## src/rtl/aes_arb_pkg.sv

```systemverilog
// Shared definitions for the AES request arbiter.
// Contents:
//   arb_state_e   - arbiter FSM state encoding
//   AES_KEY_LEN   - default cipher key width
//   AES_DATA_LEN  - default block width
//   clog2()       - ceiling log2, usable in constant expressions
package aes_arb_pkg;

  typedef enum logic [1:0] {
    IDLE  = 2'd0,
    ISSUE = 2'd1,
    WAIT  = 2'd2,
    RESP  = 2'd3
  } arb_state_e;

  localparam int AES_KEY_LEN  = 128;
  localparam int AES_DATA_LEN = 128;

  // Smallest n with 2**n >= value.
  function automatic int clog2(input int value);
    int result;
    result = 0;
    for (int i = 0; i < 31; i++) begin
      if ((1 << i) < value) result = i + 1;
    end
    return result;
  endfunction

endpackage

```

## src/rtl/rr_arbiter.sv

```systemverilog
// Combinational round-robin grant selection.
// Ports:
//   req     in  NUM_REQ          request vector
//   ptr     in  clog2(NUM_REQ)   highest-priority index this cycle
//   enable  in  1                when low, no grant is produced
//   grant   out NUM_REQ          one-hot grant (all zero if none)
// The pointer register lives in the parent.
module rr_arbiter
  import aes_arb_pkg::*;
#(
  parameter int NUM_REQ = 4
) (
  input  logic [NUM_REQ-1:0]        req,
  input  logic [clog2(NUM_REQ)-1:0] ptr,
  input  logic                      enable,
  output logic [NUM_REQ-1:0]        grant
);

  localparam int IDX_W = clog2(NUM_REQ);

  always_comb begin
    int               pos;
    logic             found;
    logic [IDX_W-1:0] idx;
    grant = '0;
    found = 1'b0;
    pos   = 0;
    idx   = '0;
    // Walk from ptr upward with wraparound; the first set request wins.
    for (int off = 0; off < NUM_REQ; off++) begin
      pos = int'(ptr) + off;
      if (pos >= NUM_REQ) pos = pos - NUM_REQ;
      idx = IDX_W'(pos);
      if (enable && !found && req[idx]) begin
        grant[idx] = 1'b1;
        found      = 1'b1;
      end
    end
  end

endmodule

```

## src/rtl/aes_req_arbiter.sv

```systemverilog
// Round-robin scheduler sharing one AES-128 core among NUM_REQ requesters.
// One request is in flight at a time: IDLE grants, ISSUE pulses the core,
// WAIT holds the operands until the core answers, RESP offers the result
// to the winning requester until it accepts.
// Optional feature macro: AES_ARB_TIMEOUT_EN adds a WAIT watchdog that
// flushes the core and returns an error response after TIMEOUT_CYCLES.
// Ports:
//   clk, reset              clock, synchronous active-high reset
//   req_valid/req_ready     per-requester request handshake (ready one-hot)
//   req_plain_text/key      packed operands, requester i at [i*W +: W]
//   resp_valid/resp_ready   per-requester response handshake (valid one-hot)
//   resp_cipher_text        shared response data, persists after handshake
//   resp_error              response is a timeout (data is zero)
//   core_*                  AES core issue/result interface
//   core_flush              one-cycle pulse, ORed into the core reset
//   busy                    high whenever the FSM is not IDLE
module aes_req_arbiter
  import aes_arb_pkg::*;
#(
  parameter int NUM_REQ        = 4,
  parameter int KEY_LEN        = AES_KEY_LEN,
  parameter int DATA_LEN       = AES_DATA_LEN,
  parameter int TIMEOUT_CYCLES = 64
) (
  input  logic                        clk,
  input  logic                        reset,
  input  logic [NUM_REQ-1:0]          req_valid,
  output logic [NUM_REQ-1:0]          req_ready,
  input  logic [NUM_REQ*DATA_LEN-1:0] req_plain_text,
  input  logic [NUM_REQ*KEY_LEN-1:0]  req_cipher_key,
  output logic [NUM_REQ-1:0]          resp_valid,
  input  logic [NUM_REQ-1:0]          resp_ready,
  output logic [DATA_LEN-1:0]         resp_cipher_text,
  output logic                        resp_error,
  output logic                        core_data_valid_in,
  output logic                        core_key_valid_in,
  output logic [DATA_LEN-1:0]         core_plain_text,
  output logic [KEY_LEN-1:0]          core_cipher_key,
  input  logic                        core_data_valid_out,
  input  logic [DATA_LEN-1:0]         core_cipher_text,
  output logic                        core_flush,
  output logic                        busy
);

  localparam int IDX_W = clog2(NUM_REQ);

  arb_state_e          state_q, state_d;
  logic [IDX_W-1:0]    rr_ptr_q, rr_ptr_d;
  logic [IDX_W-1:0]    cur_idx_q, cur_idx_d;
  logic [DATA_LEN-1:0] pt_q, pt_d;
  logic [KEY_LEN-1:0]  key_q, key_d;
  logic [DATA_LEN-1:0] resp_data_q, resp_data_d;
  logic                resp_error_q, resp_error_d;

  logic [NUM_REQ-1:0]  grant;
  logic [IDX_W-1:0]    grant_idx;
  logic                timeout_hit;

  rr_arbiter #(
    .NUM_REQ (NUM_REQ)
  ) u_rr_arbiter (
    .req    (req_valid),
    .ptr    (rr_ptr_q),
    .enable (state_q == IDLE),
    .grant  (grant)
  );

  // The arbiter only grants asserted requests, so any grant is an accept.
  always_comb begin
    grant_idx = '0;
    for (int i = 0; i < NUM_REQ; i++) begin
      if (grant[i]) grant_idx = IDX_W'(i);
    end
  end

`ifdef AES_ARB_TIMEOUT_EN
  localparam int CNT_W = clog2(TIMEOUT_CYCLES);

  logic [CNT_W-1:0] wait_cnt_q, wait_cnt_d;

  // Cleared in ISSUE so every WAIT starts counting from zero.
  always_comb begin
    wait_cnt_d = wait_cnt_q;
    if (state_q == ISSUE) begin
      wait_cnt_d = '0;
    end else if (state_q == WAIT && !timeout_hit) begin
      wait_cnt_d = wait_cnt_q + 1'b1;
    end
  end

  always_ff @(posedge clk) begin
    if (reset) wait_cnt_q <= '0;
    else       wait_cnt_q <= wait_cnt_d;
  end

  // A core result arriving in the expiry cycle takes precedence.
  assign timeout_hit = (state_q == WAIT) && !core_data_valid_out &&
                       (wait_cnt_q == CNT_W'(TIMEOUT_CYCLES - 1));
`else
  logic unused_timeout_cfg;
  assign unused_timeout_cfg = (TIMEOUT_CYCLES != 0);
  assign timeout_hit        = 1'b0;
`endif

  always_comb begin
    state_d      = state_q;
    rr_ptr_d     = rr_ptr_q;
    cur_idx_d    = cur_idx_q;
    pt_d         = pt_q;
    key_d        = key_q;
    resp_data_d  = resp_data_q;
    resp_error_d = resp_error_q;
    case (state_q)
      IDLE: begin
        if (|grant) begin
          pt_d      = req_plain_text[grant_idx*DATA_LEN +: DATA_LEN];
          key_d     = req_cipher_key[grant_idx*KEY_LEN +: KEY_LEN];
          cur_idx_d = grant_idx;
          rr_ptr_d  = (grant_idx == IDX_W'(NUM_REQ - 1)) ? '0 : grant_idx + 1'b1;
          state_d   = ISSUE;
        end
      end
      ISSUE: state_d = WAIT;
      WAIT: begin
        if (core_data_valid_out) begin
          resp_data_d  = core_cipher_text;
          resp_error_d = 1'b0;
          state_d      = RESP;
        end else if (timeout_hit) begin
          resp_data_d  = '0;
          resp_error_d = 1'b1;
          state_d      = RESP;
        end
      end
      RESP: begin
        // Only the owner of the pending response can complete it.
        if (resp_ready[cur_idx_q]) state_d = IDLE;
      end
      default: state_d = IDLE;
    endcase
  end

  always_ff @(posedge clk) begin
    if (reset) begin
      state_q      <= IDLE;
      rr_ptr_q     <= '0;
      cur_idx_q    <= '0;
      pt_q         <= '0;
      key_q        <= '0;
      resp_data_q  <= '0;
      resp_error_q <= 1'b0;
    end else begin
      state_q      <= state_d;
      rr_ptr_q     <= rr_ptr_d;
      cur_idx_q    <= cur_idx_d;
      pt_q         <= pt_d;
      key_q        <= key_d;
      resp_data_q  <= resp_data_d;
      resp_error_q <= resp_error_d;
    end
  end

  always_comb begin
    resp_valid = '0;
    if (state_q == RESP) resp_valid[cur_idx_q] = 1'b1;
  end

  assign req_ready          = grant;
  assign resp_cipher_text   = resp_data_q;
  assign resp_error         = resp_error_q;
  assign core_data_valid_in = (state_q == ISSUE);
  assign core_key_valid_in  = (state_q == ISSUE);
  assign core_plain_text    = pt_q;
  assign core_cipher_key    = key_q;
  assign core_flush         = timeout_hit;
  assign busy               = (state_q != IDLE);

endmodule

```

## config.mk

```make
export PLATFORM = sky130hd
export DESIGN_NAME = aes_req_arbiter
export DESIGN_NICKNAME = d
export VERILOG_FILES = /design/src/rtl/aes_arb_pkg.sv /design/src/rtl/rr_arbiter.sv /design/src/rtl/aes_req_arbiter.sv
export SDC_FILE = /design/constraint.sdc
export NUM_CORES = 1
export LEC_CHECK = 0
export ABC_CLOCK_PERIOD_IN_PS = 3650
export CORE_AREA = 2 2 612 614
export DETAILED_ROUTE_END_ITERATION = 7
export DIE_AREA = 0 0 614 616
export PLACE_DENSITY_LB_ADDON = 0.2
export SLEW_MARGIN = 0
export SYNTH_ARGS = -nofsm -noshare
export SYNTH_HDL_FRONTEND = slang
export SYNTH_SLANG_ARGS = --single-unit
```

## constraint.sdc

```tcl
create_clock -name clk -period 3.65 [get_ports clk]
set_clock_uncertainty 0.05 [all_clocks]
set_input_delay 0.365 -clock clk [delete_from_list [all_inputs] [get_ports clk]]
set_output_delay 0.365 -clock clk [all_outputs]
set_load 0.03 [all_outputs]
```

==> out/qor.yml, run 1 <==
synthesis:
  synth_top_area_cell: "dfxtp_1"
  synth.distinct_cells: 36
  synth.top_cell.area_share_pct: 42.9
  async_reset_ff_share_pct: 0
  seq_area_frac_synth_pct: 42.9
  synthCells: 2156
  syn_area_per_cell_um2: 8.45
  yosysWarnings: 0
  synth_area_um2: 18200
  synth_common_cells: "a21oi_1 (641), o221ai_1 (512), dfxtp_1 (390)"
  synthFlopType: "dfxtp_1"
  yosysMostFrequentCell: "a21oi_1"
  ys_ff_latch: 390
  synth_edf_count: 0
  netlist_top_cells_area: "dfxtp_1 (43%), o221ai_1 (25%), a21oi_1 (18%)"
clock_network:
  clk_latency_ns: 0.77
  root_buffer: "clkbuf_16"
  cts_buffer_depth: 4
  clk_pin_slew_ns: 0.07
  cts_buffers: 73
  h-tree-depth: 3
  cts_sinks: 390
  cts_tree: "done"
critical_path:
  critPathLaunchType: "flip-flop"
  path_cells: "inv_2 > ha_4 > mux2_1 > a32o_2 > a22oi_1 > o221a_4 > inv_2 > or4_4 > buf_12 > buf_12 > o221ai_1 > a21oi_1"
  cp.arrival_ns: 4.08
  worstSetupEndpointType: "flip-flop"
  crit_required_ns: 4.20
  cp_max_fo: 27
  crit_type: "reg -> reg"
  cpPeakStageDelay_ns: 0.60
  slowest_stage: "or4_4"
sta:
  setup_tns_ns: 0
  whs_ns: 0.101
  setup_violations: 0
  hold_viol: 0
  fin_ws_ns: 0.122
  tightestPinTransition_ns: 1.05
  max_freq_mhz: 283
  rsz0062_at_grt: "false"
  maxSlewViolCount: 0
  period_share_pct: 96.7
  fin_crit_ns: 3.53
  maxSlewHeadroom_pct: 30.0
global_route:
  grt_max_degree: 95
  antenna_found_initial: 220
  grt_pass1_wl_mm: 342
  overflow: 0
  grt_use_total_pct: 14.1
  grt_pass1_vias: 27473
power:
  power_frac_comb_pct: 60.7
  ir_drop_v: 0.000578
  p_leak_nw: 13.5
  power_density_nw_per_um2: 796
  power_switching_mw: 16.7
  p_int_mw: 17.8
  p_clk_share_pct: 20.4
  power.share.sequential_pct: 18.9
  swShare_pct: 48.5
outcome:
  status: "finished, final reports clean"
place:
  post-place-ws_ns: -0.280
  place_congestion: 0.872
  placed_area_um2: 40600
  io_buffer_count: 1557
  dp_hpwl_mm: 237
route:
  wire_per_inst_um: 32.0
  routed_wirelength_mm: 280
  antenna_left: 0
  viasPerCell: 3.14
  via_count: 27459
  drcViolationCount: 0
  firstDrtPassIters: 6
  drt_iter0_drc: 2130
cells_and_area:
  drive_gt1_share_pct: 8.30
  area_growth_pct: 138
  fin_nets: 4865
  fin_util_pct: 11.7
  fin_area_um2: 43300
die:
  io_pins: 1560
  chipHeight_um: 616
  die_area_um2: 378000
  core_region_area_um2: 371000
  die_w_um: 614
  rows: 224
  start_util_pct: 4.91
job:
  cap_violations: 0
worst_hold_path:
  min_path_type: "in -> reg"
==> cell families (layout without fill, tap and decap cells) <==
group                    after synthesis  after routing  share of synthesized area [%]
adder cells (fa/ha/maj)               12             12                          0.824
flip-flops                           390            390                           42.9
other                                  1             43                         0.0206
multiplexers                           7              7                          0.673
AND/OR/NAND/NOR                      286            286                           6.07
AO/OA/AOI/OAI                       1172           1172                           43.1
buffers and inverters                288           1866                           6.43
==> power by group through the flow <==
stage	Combinational [mW]	Clock, mW	Sequential [mW]
after floorplan	7.65	0	8.51
after global placement	20.9	0	6.57
after detailed placement	20.8	0	6.58
after CTS	21.4	7.43	6.51
after global routing	22.2	7.52	6.64
final	20.9	7.03	6.53
==> worst paths after layout <==
check                                    start                                 to  slack (ns)  cells past startpoint
max reg2reg           rr_ptr_q[0]$_SDFFE_PP0P_   core_plain_text[55]$_SDFFE_PP0P_        0.12                     12
max                   rr_ptr_q[0]$_SDFFE_PP0P_   core_plain_text[55]$_SDFFE_PP0P_        0.12                     12
min reg2reg  resp_cipher_text[13]$_SDFFE_PP0P_  resp_cipher_text[13]$_SDFFE_PP0P_        0.40                      2
min                       core_cipher_text[44]  resp_cipher_text[44]$_SDFFE_PP0P_        0.10                      3
==> placed cells by master, fill, tap and decap left out, types with 3 or more instances in the layout <==
master	count
clkdlybuf4s50_1	1551
a21oi_1	641
o221ai_1	510
dfxtp_1	390
nand2_1	262
buf_4	136
clkbuf_16	74
diode_2	41
buf_12	34
clkbuf_1	14
ha_1	11
clkbuf_8	11
nor2_1	8
clkinv_2	8
inv_1	7
clkinvlp_4	6
nor2b_1	4
mux4_2	4
inv_2	3
nand3_1	3
o221a_4	3
a22oi_1	3
a311oi_1	3
bufinv_16	3
bufbuf_16	3
dlygate4sd3_1	3
buf_16	3
==> through the flow <==
stage               std cells  total power [mW]
floorplan                2157              16.2
global placement         8568              27.4
detailed placement       8568              27.4
CTS                      8707              35.3
global route             8715              36.4
finish                   8748              34.5
==> registers in the layout, summed over array words and instances, names as in the netlist <==
name / count
resp_cipher_text: 128
core_plain_text: 128
core_cipher_key: 128
state_q: 2
cur_idx_q: 2
rr_ptr_q: 2
==> worst max-delay path: cells and delay by family (launching register included) <==
kind,cells,cell delay (ns)
buf+inv,4,0.57
fa+ha+maj,1,0.30
mux,1,0.33
simple gates,1,0.60
compound gates,5,1.07
flops,1,0.34
==> metal layers <==
| metal | vias to the layer above | wire (µm) | GRT usage [%] |
|---|---|---|---|
| li1 | 11681 | - | - |
| met1 | 13518 | 107000 | 16.2 |
| met2 | 1621 | 133000 | 24.1 |
| met3 | 485 | 32700 | 6.44 |
| met4 | 154 | 5930 | 2.59 |
| met5 | - | 1010 | 0 |
==> cell type report <==
type	instances	area [µm²]
Sequential cell	390	7810
Tap cell	4972	6220
Inverter	13	76.3
Clock inverter	21	231
Multi-Input combinational cell	1479	9330
Fill cell	42713	328000
Timing Repair Buffer	1733	17500
Clock buffer	99	2060
Antenna cell	41	103
==> what timing repair did <==
item | CTS | global route
cloned | 3 | 0
pin swaps | 1 | 3
setup endpoints to repair | 10 | 5
hold endpoints to repair | 60 | 0
gates resized for setup | 14 | 2
hold buffers | 3 | 0
setup buffers | 13 | 0
No activity file was read; power rests on OpenSTA's default activity.
==> run 2: changes to the inputs <==
Settings changed: CAP_MARGIN set to 25, REMOVE_ABC_BUFFERS set to 1.
==> out/qor.yml, run 2 (synthesis gave the netlist of run 1 again) <==
cells_and_area:
  fin_nets: 4901
  seqCellArea_um2: 7810
  area_growth_pct: 139
  final_cell_mix: "clkdlybuf4s50_1 (1545), a21oi_1 (641), o221ai_1 (511)"
  multi_input_area_um2: 9330
  fin_area_um2: 43500
  drive_gt1_share_pct: 8.70
  final_common_cell: "clkdlybuf4s50_1"
  fillers: 42670
  fin_util_pct: 11.7
sta:
  fin_ws_ns: 0.143
  maxSlewViolCount: 0
  fin_crit_ns: 3.51
  max_freq_mhz: 285
  setup_tns_ns: 0
  whs_ns: 0.113
  tightestPinTransition_ns: 0.952
  maxSlewHeadroom_pct: 36.3
  period_share_pct: 96.1
  hold_viol: 0
  setup_violations: 0
  rsz0062_at_grt: "false"
critical_path:
  critPathLaunchType: "flip-flop"
  crit_type: "reg -> reg"
  worstSetupEndpointType: "flip-flop"
  slowest_stage: "or4_4"
  cpPeakStageDelay_ns: 0.57
  r2r_cells: 12
  rrSetupSlack_ns: 0.14
  path_cells: "inv_1 > ha_4 > mux2_1 > a32o_2 > a22oi_2 > o221a_4 > inv_8 > or4_4 > buf_12 > buf_4 > o221ai_1 > a21oi_1"
  cp.arrival_ns: 4.06
  cp_max_fo: 29
  crit_required_ns: 4.21
clock_network:
  cts_tree: "done"
  clk_latency_ns: 0.79
  root_buffer: "clkbuf_16"
  h-tree-depth: 3
  cts_sinks: 390
  clk_pin_slew_ns: 0.05
  cts_buffer_depth: 4
  cts_buffers: 72
die:
  die_area_um2: 378000
  die_w_um: 614
  core_region_area_um2: 371000
  rows: 224
  io_pins: 1560
  start_util_pct: 4.91
  chipHeight_um: 616
route:
  via_count: 26627
  routed_wirelength_mm: 253
  drt_iter0_drc: 1535
  antenna_left: 0
  viasPerCell: 3.04
  wire_per_inst_um: 28.8
  firstDrtPassIters: 5
  drcViolationCount: 0
power:
  ir_drop_v: 0.000635
  power_density_nw_per_um2: 800
  power_switching_mw: 16.9
  power.share.sequential_pct: 18.4
  p_clk_share_pct: 19.8
  p_leak_nw: 13.6
  swShare_pct: 48.6
  power_frac_comb_pct: 61.7
  p_int_mw: 17.9
global_route:
  grt_use_total_pct: 12.7
  grt_pass1_vias: 27514
  antenna_found_initial: 161
  grt_max_degree: 135
  overflow: 0
  grt_pass1_wl_mm: 313
job:
  cap_violations: 0
place:
  io_buffer_count: 1557
  place_congestion: 0.873
  post-place-ws_ns: -0.153
  placed_area_um2: 40800
  dp_hpwl_mm: 213
worst_hold_path:
  min_path_type: "in -> reg"
  hold_path_depth: 3
outcome:
  status: "finished, final reports clean"
## run 2: changes by cell type in the layout (fill, tap and decap cells not counted), sizes merged, moves of 2 or more
cell,delta
buf,+23
diode,-20
dlygate4sd3,+20
clkdlybuf4s50,-6
clkinvlp,-4
clkbuf,-2
clkinv,+2
## run 2: power by group through the flow
| stage | Combinational (mW) | Clock, mW | Sequential [mW] |
|---|---|---|---|
| floorplan | 6.80 | 0 | 10.1 |
| finish | 21.5 | 6.90 | 6.42 |
| global placement | 21.7 | 0 | 6.49 |
| CTS | 22.3 | 7.34 | 6.44 |
| detailed placement | 21.7 | 0 | 6.51 |
| global route | 23.1 | 7.42 | 6.56 |
## run 2: what timing repair did
action	4_1_cts	5_1_grt
buffers inserted	7	0
pin swaps	1	2
setup endpoints to repair	2	3
hold buffers	23	0
cloned	3	0
gates resized for setup	14	3
endpoints found under the hold margin	37	0
## run 2: routing by layer
layer  routed length, µm  share of wire, %  track usage, %
met5                 739              0.29               0
met4                6510               2.6            2.98
met1               92000                36            13.4
met2              130000                51            23.3
met3               23800               9.4            5.19
## run 2: stage by stage
stage / total power [mW] / std cells
after detailed placement: 28.3 / 8593
after floorplan: 16.9 / 1882
after global routing: 37.0 / 8749
after CTS: 36.0 / 8744
after global placement: 28.2 / 8591
final: 34.8 / 8763
## run 2: layout make-up
type	count	share of cell area, %
Clock inverter	21	0.517
Timing Repair Buffer	1770	41.0
Sequential cell	390	17.9
Inverter	13	0.164
Tap cell	4972	14.3
Antenna cell	21	0.121
Clock buffer	97	4.57
Multi-Input combinational cell	1479	21.4
## run 2: final timing paths
kind	from	to
setup / recovery	rr_ptr_q[1]$_SDFFE_PP0P_	core_cipher_key[98]$_SDFFE_PP0P_
hold / removal	core_cipher_text[61]	resp_cipher_text[61]$_SDFFE_PP0P_
setup reg to reg	rr_ptr_q[1]$_SDFFE_PP0P_	core_cipher_key[98]$_SDFFE_PP0P_
hold reg to reg	resp_cipher_text[18]$_SDFFE_PP0P_	resp_cipher_text[18]$_SDFFE_PP0P_
## run 2: critical path, delay by kind of cell, from the launching register on
| kind | cells | cell delay, ns |
|---|---|---|
| simple gates | 1 | 0.57 |
| mux | 1 | 0.32 |
| flops | 1 | 0.32 |
| compound gates | 5 | 1.08 |
| fa+ha+maj | 1 | 0.29 |
| buf+inv | 4 | 0.57 |
